## src/rtl/traffic_pkg.sv

```systemverilog
// Shared definitions for the traffic light monitor.
//  - phase_e    : phase encoding reported on the phase output
//  - err_code_e : first-violation codes reported on err_code
//  - state_e    : monitor FSM states
//  - Lamp*      : one-hot lamp vectors, ordered {Red, Yellow, Green}
//  - legal_next : the only legal successor of each tracking state
//  - phase_of   : maps an FSM state to the reported phase
package traffic_pkg;

    typedef enum logic [1:0] {
        PhUnsync = 2'd0,
        PhRed    = 2'd1,
        PhGreen  = 2'd2,
        PhYellow = 2'd3
    } phase_e;

    typedef enum logic [2:0] {
        ErrNone         = 3'd0,
        ErrNotOnehot    = 3'd1,
        ErrIllegalTrans = 3'd2,
        ErrDwellShort   = 3'd3,
        ErrDwellLong    = 3'd4
    } err_code_e;

    typedef enum logic [2:0] {
        StUnsync,
        StRed,
        StGreen,
        StYellow,
        StError
    } state_e;

    localparam logic [2:0] LampRed    = 3'b100;
    localparam logic [2:0] LampYellow = 3'b010;
    localparam logic [2:0] LampGreen  = 3'b001;

    function automatic state_e legal_next(state_e s);
        case (s)
            StRed:    return StGreen;
            StGreen:  return StYellow;
            StYellow: return StRed;
            default:  return StError;
        endcase
    endfunction

    function automatic phase_e phase_of(state_e s);
        case (s)
            StRed:    return PhRed;
            StGreen:  return PhGreen;
            StYellow: return PhYellow;
            default:  return PhUnsync; // UNSYNC and ERROR both report 0
        endcase
    endfunction

endpackage

```

## src/rtl/traffic_light_monitor_if.sv

```systemverilog
// Lamp/status bundle between a traffic light controller (master) and the monitor (slave).
//  Red, Yellow, Green : lamp outputs of the controller
//  clr_err            : synchronous clear request to the monitor
//  phase              : tracked phase (0 UNSYNC, 1 RED, 2 GREEN, 3 YELLOW)
//  locked             : a legal RED->GREEN has been seen
//  err, err_code      : sticky violation flag and first-violation code
//  dwell              : consecutive samples in the current phase
//  cycle_count        : completed R->G->Y->R cycles, wraps at 2^16
interface traffic_light_monitor_if #(
    parameter int unsigned CNT_W = 8
);
    logic             Red;
    logic             Yellow;
    logic             Green;
    logic             clr_err;
    logic [1:0]       phase;
    logic             locked;
    logic             err;
    logic [2:0]       err_code;
    logic [CNT_W-1:0] dwell;
    logic [15:0]      cycle_count;

    modport master (
        output Red, Yellow, Green, clr_err,
        input  phase, locked, err, err_code, dwell, cycle_count
    );

    modport slave (
        input  Red, Yellow, Green, clr_err,
        output phase, locked, err, err_code, dwell, cycle_count
    );
endinterface

```

## src/rtl/dwell_counter.sv

```systemverilog
// Saturating dwell counter.
//  clk_i, rst_ni : clock and asynchronous active-low reset
//  clr_i         : force count to 0 (highest priority)
//  restart_i     : load 1 (first sample of a new phase)
//  inc_i         : add 1, sticking at all-ones
//  count_o       : current count
module dwell_counter #(
    parameter int unsigned CNT_W = 8
) (
    input  logic             clk_i,
    input  logic             rst_ni,
    input  logic             clr_i,
    input  logic             restart_i,
    input  logic             inc_i,
    output logic [CNT_W-1:0] count_o
);

    logic [CNT_W-1:0] count_d, count_q;

    always_comb begin
        count_d = count_q;
        if (clr_i) begin
            count_d = '0;
        end else if (restart_i) begin
            count_d = CNT_W'(1);
        end else if (inc_i && (count_q != '1)) begin
            count_d = count_q + 1'b1;
        end
    end

    always_ff @(posedge clk_i or negedge rst_ni) begin
        if (!rst_ni) begin
            count_q <= '0;
        end else begin
            count_q <= count_d;
        end
    end

    assign count_o = count_q;

endmodule

```

## src/rtl/traffic_light_monitor.sv

```systemverilog
// Receive-side checker for the Red/Yellow/Green lamp outputs of a traffic light controller.
// Tracks the lamp phase, checks sequence and per-phase dwell limits, latches the first
// violation until clr_err, and counts completed R->G->Y->R cycles.
//  clk     : rising-edge clock
//  reset   : asynchronous active-low reset
//  bus_io  : slave side of traffic_light_monitor_if (lamps and clr_err in, status out)
// Parameters must satisfy 1 <= *_MIN <= *_MAX < 2^CNT_W.
module traffic_light_monitor
    import traffic_pkg::*;
#(
    parameter int unsigned CNT_W     = 8,
    parameter int unsigned RED_MIN   = 5,
    parameter int unsigned RED_MAX   = 20,
    parameter int unsigned GREEN_MIN = 5,
    parameter int unsigned GREEN_MAX = 20,
    parameter int unsigned YEL_MIN   = 2,
    parameter int unsigned YEL_MAX   = 5
) (
    input  logic                   clk,
    input  logic                   reset,
    traffic_light_monitor_if.slave bus_io
);

    localparam logic [CNT_W-1:0] RedMin   = CNT_W'(RED_MIN);
    localparam logic [CNT_W-1:0] RedMax   = CNT_W'(RED_MAX);
    localparam logic [CNT_W-1:0] GreenMin = CNT_W'(GREEN_MIN);
    localparam logic [CNT_W-1:0] GreenMax = CNT_W'(GREEN_MAX);
    localparam logic [CNT_W-1:0] YelMin   = CNT_W'(YEL_MIN);
    localparam logic [CNT_W-1:0] YelMax   = CNT_W'(YEL_MAX);

    state_e      state_d, state_q;
    logic        err_d, err_q;
    err_code_e   code_d, code_q;
    logic        locked_d, locked_q;
    logic        partial_d, partial_q;  // current Red dwell began at resync: RED_MIN waived
    logic [15:0] cycle_d, cycle_q;

    logic [2:0]       lamps;
    logic             onehot;
    state_e           lamp_state;
    logic [CNT_W-1:0] dwell;
    logic [CNT_W-1:0] cur_min, cur_max;
    logic             cnt_clr, cnt_restart, cnt_inc;
    logic             viol;
    err_code_e        viol_code;

    assign lamps  = {bus_io.Red, bus_io.Yellow, bus_io.Green};
    assign onehot = (lamps == LampRed) || (lamps == LampYellow) || (lamps == LampGreen);

    always_comb begin
        case (lamps)
            LampRed:    lamp_state = StRed;
            LampGreen:  lamp_state = StGreen;
            LampYellow: lamp_state = StYellow;
            default:    lamp_state = StUnsync;
        endcase
    end

    always_comb begin
        cur_min = '0;
        cur_max = '0;
        unique case (state_q)
            StRed:    begin cur_min = RedMin;   cur_max = RedMax;   end
            StGreen:  begin cur_min = GreenMin; cur_max = GreenMax; end
            StYellow: begin cur_min = YelMin;   cur_max = YelMax;   end
            default:  ;
        endcase
    end

    dwell_counter #(
        .CNT_W (CNT_W)
    ) u_dwell (
        .clk_i     (clk),
        .rst_ni    (reset),
        .clr_i     (cnt_clr),
        .restart_i (cnt_restart),
        .inc_i     (cnt_inc),
        .count_o   (dwell)
    );

    always_comb begin
        state_d     = state_q;
        err_d       = err_q;
        code_d      = code_q;
        locked_d    = locked_q;
        partial_d   = partial_q;
        cycle_d     = cycle_q;
        cnt_clr     = 1'b0;
        cnt_restart = 1'b0;
        cnt_inc     = 1'b0;
        viol        = 1'b0;
        viol_code   = ErrNone;

        unique case (state_q)
            StUnsync: begin
                if (lamps == LampRed) begin
                    state_d     = StRed;
                    cnt_restart = 1'b1;
                    partial_d   = 1'b1;
                end
            end
            StRed, StGreen, StYellow: begin
                if (!onehot) begin
                    viol      = 1'b1;
                    viol_code = ErrNotOnehot;
                end else if (lamp_state == state_q) begin
                    // dwell never exceeds MAX here, so >= MAX means the new dwell would
                    if (dwell >= cur_max) begin
                        viol      = 1'b1;
                        viol_code = ErrDwellLong;
                    end else begin
                        cnt_inc = 1'b1;
                    end
                end else if (lamp_state != legal_next(state_q)) begin
                    viol      = 1'b1;
                    viol_code = ErrIllegalTrans;
                end else if ((dwell < cur_min) && !((state_q == StRed) && partial_q)) begin
                    viol      = 1'b1;
                    viol_code = ErrDwellShort;
                end else begin
                    state_d     = lamp_state;
                    cnt_restart = 1'b1;
                    partial_d   = 1'b0;
                    if (state_q == StRed) begin
                        locked_d = 1'b1;
                    end
                    if (state_q == StYellow) begin
                        cycle_d = cycle_q + 16'd1;
                    end
                end
            end
            default: ; // StError: lamps ignored, everything frozen
        endcase

        if (viol) begin
            state_d = StError;
            err_d   = 1'b1;
            code_d  = viol_code;
        end

        // Clear overrides anything sampled on the same edge, including a violation
        if (bus_io.clr_err) begin
            state_d     = StUnsync;
            err_d       = 1'b0;
            code_d      = ErrNone;
            locked_d    = 1'b0;
            partial_d   = 1'b0;
            cycle_d     = cycle_q;
            cnt_clr     = 1'b1;
            cnt_restart = 1'b0;
            cnt_inc     = 1'b0;
        end
    end

    always_ff @(posedge clk or negedge reset) begin
        if (!reset) begin
            state_q   <= StUnsync;
            err_q     <= 1'b0;
            code_q    <= ErrNone;
            locked_q  <= 1'b0;
            partial_q <= 1'b0;
            cycle_q   <= '0;
        end else begin
            state_q   <= state_d;
            err_q     <= err_d;
            code_q    <= code_d;
            locked_q  <= locked_d;
            partial_q <= partial_d;
            cycle_q   <= cycle_d;
        end
    end

    assign bus_io.phase       = phase_of(state_q);
    assign bus_io.locked      = locked_q;
    assign bus_io.err         = err_q;
    assign bus_io.err_code    = code_q;
    assign bus_io.dwell       = dwell;
    assign bus_io.cycle_count = cycle_q;

endmodule

```

## src/flat_wrapper.sv

```systemverilog
// flat-port wrapper written by rule: the top's interface ports become plain ports
module traffic_light_monitor_flat import traffic_pkg::*;
#(
    parameter int unsigned CNT_W     = 8,
    parameter int unsigned RED_MIN   = 5,
    parameter int unsigned RED_MAX   = 20,
    parameter int unsigned GREEN_MIN = 5,
    parameter int unsigned GREEN_MAX = 20,
    parameter int unsigned YEL_MIN   = 2,
    parameter int unsigned YEL_MAX   = 5
)
  (clk, reset, bus_io_Red, bus_io_Yellow, bus_io_Green, bus_io_clr_err, bus_io_phase, bus_io_locked, bus_io_err, bus_io_err_code, bus_io_dwell, bus_io_cycle_count);
  traffic_light_monitor_if #(.CNT_W(CNT_W)) bus_io_i ();
  input  logic clk;
  input  logic reset;
  input wire logic [$bits(bus_io_i.Red)-1:0] bus_io_Red;
  input wire logic [$bits(bus_io_i.Yellow)-1:0] bus_io_Yellow;
  input wire logic [$bits(bus_io_i.Green)-1:0] bus_io_Green;
  input wire logic [$bits(bus_io_i.clr_err)-1:0] bus_io_clr_err;
  output wire logic [$bits(bus_io_i.phase)-1:0] bus_io_phase;
  output wire logic [$bits(bus_io_i.locked)-1:0] bus_io_locked;
  output wire logic [$bits(bus_io_i.err)-1:0] bus_io_err;
  output wire logic [$bits(bus_io_i.err_code)-1:0] bus_io_err_code;
  output wire logic [$bits(bus_io_i.dwell)-1:0] bus_io_dwell;
  output wire logic [$bits(bus_io_i.cycle_count)-1:0] bus_io_cycle_count;
  assign bus_io_i.Red = bus_io_Red;
  assign bus_io_i.Yellow = bus_io_Yellow;
  assign bus_io_i.Green = bus_io_Green;
  assign bus_io_i.clr_err = bus_io_clr_err;
  assign bus_io_phase = bus_io_i.phase;
  assign bus_io_locked = bus_io_i.locked;
  assign bus_io_err = bus_io_i.err;
  assign bus_io_err_code = bus_io_i.err_code;
  assign bus_io_dwell = bus_io_i.dwell;
  assign bus_io_cycle_count = bus_io_i.cycle_count;
  traffic_light_monitor #(.CNT_W(CNT_W), .RED_MIN(RED_MIN), .RED_MAX(RED_MAX), .GREEN_MIN(GREEN_MIN), .GREEN_MAX(GREEN_MAX), .YEL_MIN(YEL_MIN), .YEL_MAX(YEL_MAX)) u_core (.clk(clk), .reset(reset), .bus_io(bus_io_i));
endmodule
```

## config.mk

```make
export PLATFORM = sky130hd
export DESIGN_NAME = traffic_light_monitor_flat
export DESIGN_NICKNAME = d
export VERILOG_FILES = /design/src/rtl/traffic_pkg.sv /design/src/rtl/traffic_light_monitor_if.sv /design/src/rtl/dwell_counter.sv /design/src/rtl/traffic_light_monitor.sv /design/src/flat_wrapper.sv
export SDC_FILE = /design/constraint.sdc
export NUM_CORES = 1
export LEC_CHECK = 0
export CAP_MARGIN = 15
export CORE_MARGIN = 3
export CORE_UTILIZATION = 59
export CTS_BUF_LIST = sky130_fd_sc_hd__clkbuf_4
export CTS_CLUSTER_DIAMETER = 60
export DETAILED_ROUTE_END_ITERATION = 6
export PLACE_DENSITY_LB_ADDON = 0.1
export SYNTH_ARGS = -nofsm -noshare
export SYNTH_HDL_FRONTEND = slang
export SYNTH_SLANG_ARGS = --single-unit
```

## constraint.sdc

```tcl
create_clock -name clk -period 7.55 [get_ports clk]
set_clock_uncertainty 0.2 [all_clocks]
set_input_delay 0.755 -clock clk [delete_from_list [all_inputs] [get_ports clk]]
set_output_delay 0.755 -clock clk [all_outputs]
set_load 0.02 [all_outputs]
```

==> metrics.txt, run 1 <==
EDFF count, synth 0; slowest CP cell dfrtp_1; DR WL/cell around 16 um; period utilisation layout 0.4293; status completed; detailed-route wire length approximately 4700 um; start point of the critical path u_core.state_q[2]$_DFFE_PN0P_; gr ovfl total 0; NumNets Final approximately 250; share of cells above drive strength 1 0.09583; crit path time final approximately 3.2 ns; Mapped Area slightly above 2000 sq um; TNS Setup 0 ns; Post-Syn Area per Cell 10.10 sq um; core area 3203 sq um; slew margin rel. 0.5550; fillcell total between 200 and 250; max capacitance violation total 0; simple-gate share of the synthesized area 0.2296; DRC 0; die area 4256 sq um; Synth Area in Compound Gates 0.1982; crit path DAT 3.27 ns; Seq/Total Area, Yosys 0.3988; Clock Latency Late Sink 0.33 ns; Final Max Slew Viols 0; post-synthesis mux area share 0.005438; clock sinks 33; worst ir drop on vdd approximately 0.16 mV; vias per cell ~6.5; reg2reg end u_core.state_q[0]$_DFFE_PN0P_; Worst Tran Pin Value 0.6675 ns; Critical Path Start Type flop; CP top delay family compound AO/OA/AOI/OAI gates; Synth Net Count between 200 and 250; CTS tree built; Site Rows 20; crit path capture type flop; Pwr Density around 210 nW/um^2; Diodes inserted 0; Die Ht roughly 65 um; I/O pins 37; pin count of the biggest net entering global routing 34; CP Depth 9; Synth cell types 61; Crit Path Class flop to flop; number of global-route vias before repair ~1700; Post-Syn Instances a little over 200; Final Setup Violations 0; hold-fix buffers at CTS 0; CP bufs+invs 1; largest family of logic cells by synthesized area simple AND/OR/NAND/NOR gates; Initial Util 0.6465; Synth Area in XOR/XNOR 0.07190; CTS Root Cell clkbuf_4; CTS H-Tree Depth 2; hold crit path type flop to flop; crit path to u_core.state_q[0]$_DFFE_PN0P_; commonest cells after routing, fill and taps aside 36 x clkdlybuf4s50_1, 33 x dfrtp_1, 15 x xnor2_1, 10 x nand4_1, 10 x and3_1; GP Congestion between 0.9 and 1; GRT Overall Usage 0.2402; Post-CTS Setup Bufs 0; initial antenna violation count 0; DP Worst Slack ~4.1 ns; first-pass GRT wire length 8017 um; initial drt markers between 150 and 200; post-cts resize count 0; Inserted Clock Buffers 5; post-route worst setup slack between 4 and 5 ns; IO Port Bufs 36; top_reg_cell synth dfrtp_1; Reg2Reg Depth 9; Vias 1833; max frequency between 300 and 400 MHz; Layout area overhead 20.97%; post-synthesis async set-or-reset flop share 1.000; DRT Pass-1 Iters 4; ANT nets after route 0; #FFs+latches synth 33; synthesized-area fraction occupied by adder cells 0.04713; chip width approximately 65 um; post-detail-place hpwl ~3500 um; RSZ-0062 raised after global routing false; r2r setup slk between 4 and 5 ns; Core Util, Final 0.7820; Worst-path clk slew 0.10 ns; Critical R2R Launch u_core.state_q[2]$_DFFE_PN0P_; Worst path most repeated cell a211oi_2; most common cell after layout, fill and taps aside clkdlybuf4s50_1; Max Root-Sink Buffers 2; total leakage power ~1.1 nW; Req. time, crit path 7.58 ns; final hold violations 0; crit-path cells and2b_1, nand2_1, inv_1, ha_1, or3b_2, a211o_1, a211oi_2, a211oi_2, o32ai_1; CP peak stage delay just under 0.6 ns; total number of yosys warnings 0; CP max FO 12
cell usage after synthesis (2+ instances only):
cell       number  area [sq um]
ha_1            7         87.58
o211ai_1        2         15.01
nand4b_1        2         17.52
a211oi_2        4         50.05
a211oi_1        6         45.04
nor2_1          6         22.52
clkbuf_1        2         7.510
and2_1          2         12.51
and3_1         10         62.56
o31ai_1         3         22.52
a31oi_1         2         12.51
a21oi_1         5         25.02
dfrtp_1        33         825.8
or2_2           2         12.51
and4bb_2        2         25.02
o2bb2ai_1       2         17.52
o41ai_1         2         17.52
nand2b_1        2         12.51
nand4_1        10         62.56
nor3_1          2         10.01
a21o_1          4         30.03
inv_1           9         33.78
or3_1           2         12.51
nand3_1         9         45.04
o32ai_1         3         26.28
o21ai_0         6         30.03
nor4_1          2         12.51
nand2_1         9         33.78
and4_1          3         26.28
xor2_1          2         17.52
xnor2_1        15         131.4
buf_6           2         22.52
nor3b_1         2         15.01
buf_2           4         20.02
area by class of cell:
class	count	area, sq um	share of cell area
sequential	33	825.8	0.3297
clock buffer	6	45.04	0.01798
multi-input combinational	153	1144	0.4565
inverter	9	33.78	0.01349
tap	44	55.05	0.02198
clock inverter	2	33.78	0.01349
timing repair buffer	37	367.9	0.1469
logic make-up after synthesis:
kind of cell,after synthesis
flops,33
fa+ha+maj,8
buf+inv,19
xor+xnor,17
compound gates,51
mux,1
simple gates,76
worst min path at each step:
stage	start	to	slack, ns	depth (start not counted)
after floorplan	reset	u_core.bus_io.cycle_count[0]$_DFFE_PN0P_	0.26	0
after detailed placement	u_core.bus_io.cycle_count[15]$_DFFE_PN0P_	u_core.bus_io.cycle_count[15]$_DFFE_PN0P_	0.27	1
after CTS	u_core.bus_io.cycle_count[15]$_DFFE_PN0P_	u_core.bus_io.cycle_count[15]$_DFFE_PN0P_	0.29	1
final	u_core.bus_io.cycle_count[15]$_DFFE_PN0P_	u_core.bus_io.cycle_count[15]$_DFFE_PN0P_	0.29	1
after global routing	u_core.bus_io.cycle_count[15]$_DFFE_PN0P_	u_core.bus_io.cycle_count[15]$_DFFE_PN0P_	0.31	1
after global placement	u_core.bus_io.cycle_count[15]$_DFFE_PN0P_	u_core.bus_io.cycle_count[15]$_DFFE_PN0P_	0.27	1
per-stage QoR:
stage	cell area [sq um]	hold slack, ns	cells	power (W)
floorplan	2071	0.2594	205	0.0003387
global route	2505	0.3068	284	0.0005529
CTS	2505	0.2944	284	0.0005218
global placement	2426	0.2668	276	0.0003870
finish	2505	0.2918	284	0.0005251
detailed placement	2426	0.2654	276	0.0003923
metal layers:
| metal | up-vias | wire, um | global-route usage |
|---|---|---|---|
| met2 | 83 | 2162 | 0.3692 |
| met3 | 7 | 312 | 0.05812 |
| met1 | 892 | 2131 | 0.3370 |
| met4 | 0 | 59 | 0.06995 |
| met5 | - | 0 | 0 |
| li1 | 851 | - | - |
report_power, final:
| group | total (W) | leakage, nW | internal [W] | switching, W |
|---|---|---|---|---|
| combinational | 0.000181 | 0.581 | 0.0000681 | 0.000113 |
| clock | 0.000133 | 0.0433 | 0.0000725 | 0.0000601 |
| sequential | 0.000211 | 0.458 | 0.000188 | 0.0000228 |
registers in the layout, indices dropped and copies added (netlist names):
signal	count
u_core.bus_io.err	1
u_core.state_q	3
u_core.bus_io.locked	1
u_core.bus_io.err_code	3
u_core.bus_io.cycle_count	16
u_core.partial_q	1
u_core.u_dwell.count_o	8
Note: power is estimated with default switching activity, not from simulation.
==> run 2, diff against run 1 <==
CORE_UTILIZATION = 49   (was 59)
clock period = 2.9 ns   (was 7.55 ns; I/O delays follow)
==> run 2 against run 1 <==
Global-route usage down 2.7 points; first-iteration DRC count is 43% higher; wire length up 11%; non-clock buffer count grew 15; combinational power grew to 3.6 times the previous value; setup slack got worse by 4.2 ns; largest cell class unchanged; highest routed layer unchanged.
==> metrics.txt, run 2 (same netlist as run 1, synthesis figures left out) <==
detailed-route wire length 5195 um (was 4666 um); hold-fix buffers at CTS 0 (unchanged); GP Congestion 0.9492 (was 0.9636); pin count of the biggest net entering global routing 34 (unchanged); final hold violations 0 (unchanged); Final Setup Violations 0 (unchanged); initial antenna violation count 0 (unchanged); status completed (unchanged); crit path capture type flop (unchanged); number of global-route vias before repair 1849 (was 1725); vias per cell 6.108 (was 6.454); CP bufs+invs 1 (unchanged); commonest cells after routing, fill and taps aside 36 x clkdlybuf4s50_1, 33 x dfrtp_1, 16 x buf_4, 15 x xnor2_1 (was 36 x clkdlybuf4s50_1, 33 x dfrtp_1, 15 x xnor2_1, 10 x nand4_1, 10 x and3_1); DP Worst Slack 0.03079 ns (was 4.123 ns); Clock Latency Late Sink 0.34 ns (was 0.33 ns); core area 4029 sq um (was 3203 sq um); Inserted Clock Buffers 5 (unchanged); Critical Path Start Type flop (unchanged); CP peak stage delay 0.40 ns (was 0.59 ns); crit-path cells and2b_2, nand2_2, inv_1, ha_1, or3b_4, a211o_4, a211oi_4, a32oi_1, o2bb2ai_1 (was and2b_1, nand2_1, inv_1, ha_1, or3b_2, a211o_1, a211oi_2, a211oi_2, o32ai_1); Max Root-Sink Buffers 2 (unchanged); clock sinks 33 (unchanged); Vias 1863 (was 1833); slew margin rel. 0.6318 (was 0.5550); max frequency 354.8 MHz (was 308.5 MHz); CP Depth 9 (unchanged); IO Port Bufs 36 (unchanged); crit path DAT 2.87 ns (was 3.27 ns); initial drt markers 257 (was 180); die area 5042 sq um (was 4256 sq um); ANT nets after route 0 (unchanged); CTS Root Cell clkbuf_4 (unchanged); Final Max Slew Viols 0 (unchanged); slowest CP cell dfrtp_1 (unchanged); Reg2Reg Depth 9 (unchanged); Initial Util 0.5140 (was 0.6465); Worst Tran Pin Value 0.5524 ns (was 0.6675 ns); max capacitance violation total 0 (unchanged); Crit Path Class flop to flop (unchanged); share of cells above drive strength 1 0.1765 (was 0.09583); first-pass GRT wire length 8652 um (was 8017 um); Req. time, crit path 2.95 ns (was 7.58 ns); DRT Pass-1 Iters 5 (was 4); period utilisation layout 0.9720 (was 0.4293); Worst-path clk slew 0.12 ns (was 0.10 ns); chip width 71.01 um (was 65.24 um); DRC 0 (unchanged); total power 0.001595 W (was 0.0005251 W); Diodes inserted 0 (unchanged); max reg flops 16 (unchanged); r2r setup slk 0.08 ns (was 4.31 ns); I/O pins 37 (unchanged); Die Ht 71.01 um (was 65.24 um); NumNets Final 267 (was 252); CP max FO 4 (was 12); hold crit path type input pin to asynchronous set/reset pin (was flop to flop); CTS tree built (unchanged); Layout area overhead 30.33% (was 20.97%); Pwr Density 591.1 nW/um^2 (was 209.6 nW/um^2); post-detail-place hpwl 3679 um (was 3455 um); CP top delay family compound AO/OA/AOI/OAI gates (unchanged); worst ir drop on vdd 0.3629 mV (was 0.1605 mV); TNS Setup 0 ns (unchanged); Site Rows 23 (was 20); post-route worst setup slack 0.08131 ns (was 4.309 ns); DR WL/cell 17.03 um (was 16.43 um); CTS H-Tree Depth 2 (unchanged); GRT Overall Usage 0.2131 (was 0.2402); total leakage power 1.179 nW (was 1.083 nW); crit path time final 2.819 ns (was 3.241 ns); most common cell after layout, fill and taps aside clkdlybuf4s50_1 (unchanged); gr ovfl total 0 (unchanged)
==> run 2: cell count changes in the layout (fill, tap and decap cells not counted), sizes merged <==
cell	change
clkbuf	-1
buf	+15
bufinv	+1
==> run 2: path summary, 6_finish.rpt <==
kind,startpoint,endpoint
setup / recovery,u_core.state_q[0]$_DFFE_PN0P_,u_core.state_q[1]$_DFFE_PN0P_
hold / removal,reset,u_core.u_dwell.count_o[0]$_DFFE_PN0P_
setup reg to reg,u_core.state_q[0]$_DFFE_PN0P_,u_core.state_q[1]$_DFFE_PN0P_
hold reg to reg,u_core.bus_io.cycle_count[15]$_DFFE_PN0P_,u_core.bus_io.cycle_count[15]$_DFFE_PN0P_
max in group asynchronous,reset,u_core.bus_io.cycle_count[4]$_DFFE_PN0P_
min in group clk,u_core.bus_io.cycle_count[15]$_DFFE_PN0P_,u_core.bus_io.cycle_count[15]$_DFFE_PN0P_
==> run 2: metal layers <==
| metal | share of wire | global-route usage | vias to the layer above |
|---|---|---|---|
| met5 | 0 | 0 | - |
| met3 | 0.063 | 0.04972 | 11 |
| li1 | - | - | 875 |
| met2 | 0.49 | 0.3605 | 84 |
| met1 | 0.43 | 0.2698 | 893 |
| met4 | 0.017 | 0.06681 | 0 |
==> run 2: cell type report <==
type,count,area (sq um)
multi-input combinational,153,1194
timing repair buffer,52,480.5
sequential,33,825.8
fill,324,1330
inverter,9,33.78
tap,50,62.56
clock inverter,3,65.06
clock buffer,5,37.54
==> run 2: report_power, final <==
part	internal (W)	switching [W]	total, W	leakage, nW
registers	0.000491	0.0000175	0.000508	0.458
clock network	0.000267	0.000168	0.000434	0.0552
logic	0.000263	0.000389	0.000653	0.666
==> run 2: metrics by stage <==
stage / hold slack, ns / area [sq um] / std cells / utilization
final: 0.1368 / 2699 / 305 / 0.6699
after floorplan: -0.2056 / 2081 / 205 / -
after global routing: 0.1661 / 2699 / 305 / 0.6699
after CTS: 0.1425 / 2648 / 304 / 0.6571
after detailed placement: 0.2802 / 2545 / 296 / 0.6317
after global placement: 0.2630 / 2545 / 296 / 0.6317
==> run 2: timing repair <==
| item | CTS | global route |
|---|---|---|
| endpoints found under the setup margin | 0 | 8 |
| buffers inserted | 0 | 1 |
| gates resized for setup | 0 | 8 |
==> run 3, diff against run 2 <==
CORE_UTILIZATION = 59   (was 49)
clock period = 3.6 ns   (was 2.9 ns; I/O delays follow)
==> run 3 against run 2 <==
Sequential power decreased by 16%; total power decreased by 30%; sequential cell count unchanged; wire length decreased by 2.8%; hold slack improved by 0.082 ns; combinational power decreased by 37%; largest cell class unchanged.
==> metrics.txt, run 3 (same netlist as run 1, synthesis figures left out) <==
commonest cells after routing, fill and taps aside 36 x clkdlybuf4s50_1, 33 x dfrtp_1, 15 x xnor2_1, 10 x nand4_1, 10 x and3_1 (was 36 x clkdlybuf4s50_1, 33 x dfrtp_1, 16 x buf_4, 15 x xnor2_1); chip width 65.24 um (was 71.01 um); final hold violations 0 (unchanged); slew margin rel. 0.5359 (was 0.6318); Clock Latency Late Sink 0.33 ns (was 0.34 ns); Layout area overhead 22.05% (was 30.33%); number of global-route vias before repair 1794 (was 1849); Net Sw Power 0.0004155 W (was 0.0005744 W); met3 usage 0.06154 (was 0.04972); total leakage power 1.097 nW (was 1.179 nW); Vias 1884 (was 1863); Pwr Density 441.7 nW/um^2 (was 591.1 nW/um^2); NumNets Final 255 (was 267); die area 4256 sq um (was 5042 sq um); Diodes inserted 0 (unchanged); crit path capture type flop (unchanged); Post-CTS Setup Bufs 0 (unchanged); sequential power share 0.383 (was 0.319); vias per cell 6.564 (was 6.108); Req. time, crit path 3.60 ns (was 2.95 ns); Critical Path Start Type flop (unchanged); GRT Overall Usage 0.2546 (was 0.2131); CTS Root Cell clkbuf_4 (unchanged); DR WL/cell 17.59 um (was 17.03 um); CTS H-Tree Depth 2 (unchanged); core area 3203 sq um (was 4029 sq um); Site Rows 20 (was 23); I/O pins 37 (unchanged); initial drt markers 218 (was 257); r2r setup slk 0.46 ns (was 0.08 ns); met1 Use GR 0.3520 (was 0.2698); met2 usage 0.3982 (was 0.3605); pin count of the biggest net entering global routing 34 (unchanged); Core Util, Final 0.7891 (was 0.6699); Worst-path clk slew 0.10 ns (was 0.12 ns); hold crit path type input pin to asynchronous set/reset pin (unchanged); max frequency 318.8 MHz (was 354.8 MHz); IO Port Bufs 36 (unchanged); Comb pwr share 0.369 (was 0.409); max capacitance violation total 0 (unchanged); post-detail-place hpwl 3705 um (was 3679 um); RSZ-0062 raised after global routing false; GP Congestion 0.9476 (was 0.9492); ANT nets after route 0 (unchanged); DRT Pass-1 Iters 5 (unchanged); fillcell total 225 (was 324); Die Ht 65.24 um (was 71.01 um); switching part of the total 0.3722 (was 0.3601); Final Max Slew Viols 0 (unchanged); Worst Tran Pin Value 0.6962 ns (was 0.5524 ns); most heavily used metal layer in global routing met2 (unchanged); hold-fix buffers at CTS 0 (unchanged); Inserted Clock Buffers 5 (unchanged); TNS Setup 0 ns (unchanged); clock power share 0.248 (was 0.272); Max Root-Sink Buffers 2 (unchanged); Initial Util 0.6465 (was 0.5140); worst ir drop on vdd 0.4114 mV (was 0.3629 mV); most common cell after layout, fill and taps aside clkdlybuf4s50_1 (unchanged); Final Setup Violations 0 (unchanged); reg2reg end u_core.u_dwell.count_o[4]$_DFFE_PN0P_ (was u_core.state_q[1]$_DFFE_PN0P_); Pint 0.0007008 W (was 0.001021 W); crit path time final 3.137 ns (was 2.819 ns); status completed (unchanged); period utilisation layout 0.8714 (was 0.9720); detailed-route wire length 5049 um (was 5195 um); crit path DAT 3.13 ns (was 2.87 ns); gr ovfl total 0 (unchanged); post-cts resize count 0 (unchanged); Critical R2R Launch u_core.state_q[0]$_DFFE_PN0P_ (unchanged); clock sinks 33 (unchanged); Placed Cells 279 (was 296); total power 0.001116 W (was 0.001595 W); CTS tree built (unchanged); post-route worst setup slack 0.4628 ns (was 0.08131 ns); DP Worst Slack 0.5101 ns (was 0.03079 ns); Crit Path Class flop to flop (unchanged); first-pass GRT wire length 8562 um (was 8652 um); share of cells above drive strength 1 0.1070 (was 0.1765); Reg2Reg Depth 9 (unchanged); Post-Layout Cell Count 287 (was 305); max reg flops 16 (unchanged); initial antenna violation count 0 (unchanged); CP max FO 13 (was 4); DRC 0 (unchanged)
run 3: critical path, cell delays in order (launching register included):
cell	delay, ns
dfrtp_1	0.52
and2b_1	0.25
nand2_1	0.09
inv_1	0.05
ha_1	0.26
or3b_2	0.48
a211oi_1	0.30
o21ai_0	0.27
o41ai_1	0.45
a211oi_1	0.14
run 3: worst max path at each step:
stage	start	endpoint
3_3_place_gp	bus_io_Red	u_core.bus_io.cycle_count[1]$_DFFE_PN0P_
6_report	u_core.state_q[0]$_DFFE_PN0P_	u_core.u_dwell.count_o[4]$_DFFE_PN0P_
5_1_grt	u_core.state_q[0]$_DFFE_PN0P_	u_core.u_dwell.count_o[4]$_DFFE_PN0P_
3_5_place_dp	u_core.state_q[0]$_DFFE_PN0P_	u_core.u_dwell.count_o[4]$_DFFE_PN0P_
4_1_cts	u_core.state_q[0]$_DFFE_PN0P_	u_core.u_dwell.count_o[4]$_DFFE_PN0P_
2_1_floorplan	u_core.state_q[2]$_DFFE_PN0P_	u_core.state_q[0]$_DFFE_PN0P_
run 3: final cells by class:
class / instances / area, sq um / area share
clock inverters: 2 / 33.78 / 0.01337
inverters: 9 / 33.78 / 0.01337
multi-input cells: 153 / 1144 / 0.4525
well taps: 44 / 55.05 / 0.02178
repair buffers: 40 / 390.4 / 0.1545
flip-flops and latches: 33 / 825.8 / 0.3267
clock buffers: 6 / 45.04 / 0.01782
run 3: power by group through the flow:
stage               sequential, W  clock (W)  combinational, W
global placement         0.000433          0          0.000397
detailed placement       0.000434          0          0.000405
finish                   0.000428   0.000277          0.000412
floorplan                0.000434          0          0.000276
global route             0.000432   0.000295          0.000448
CTS                      0.000426   0.000278          0.000407
run 3: through the flow:
step	area [sq um]	hold WS (ns)
finish	2527	0.2191
global route	2527	0.2501
CTS	2527	0.2429
detailed placement	2449	0.2826
global placement	2449	0.2704
floorplan	2071	-0.1356
run 3: routing by layer:
metal / share of wire / wire length [um]
met1: 0.44 / 2215
met3: 0.074 / 373
met2: 0.47 / 2385
met5: 0 / 0
met4: 0.015 / 76
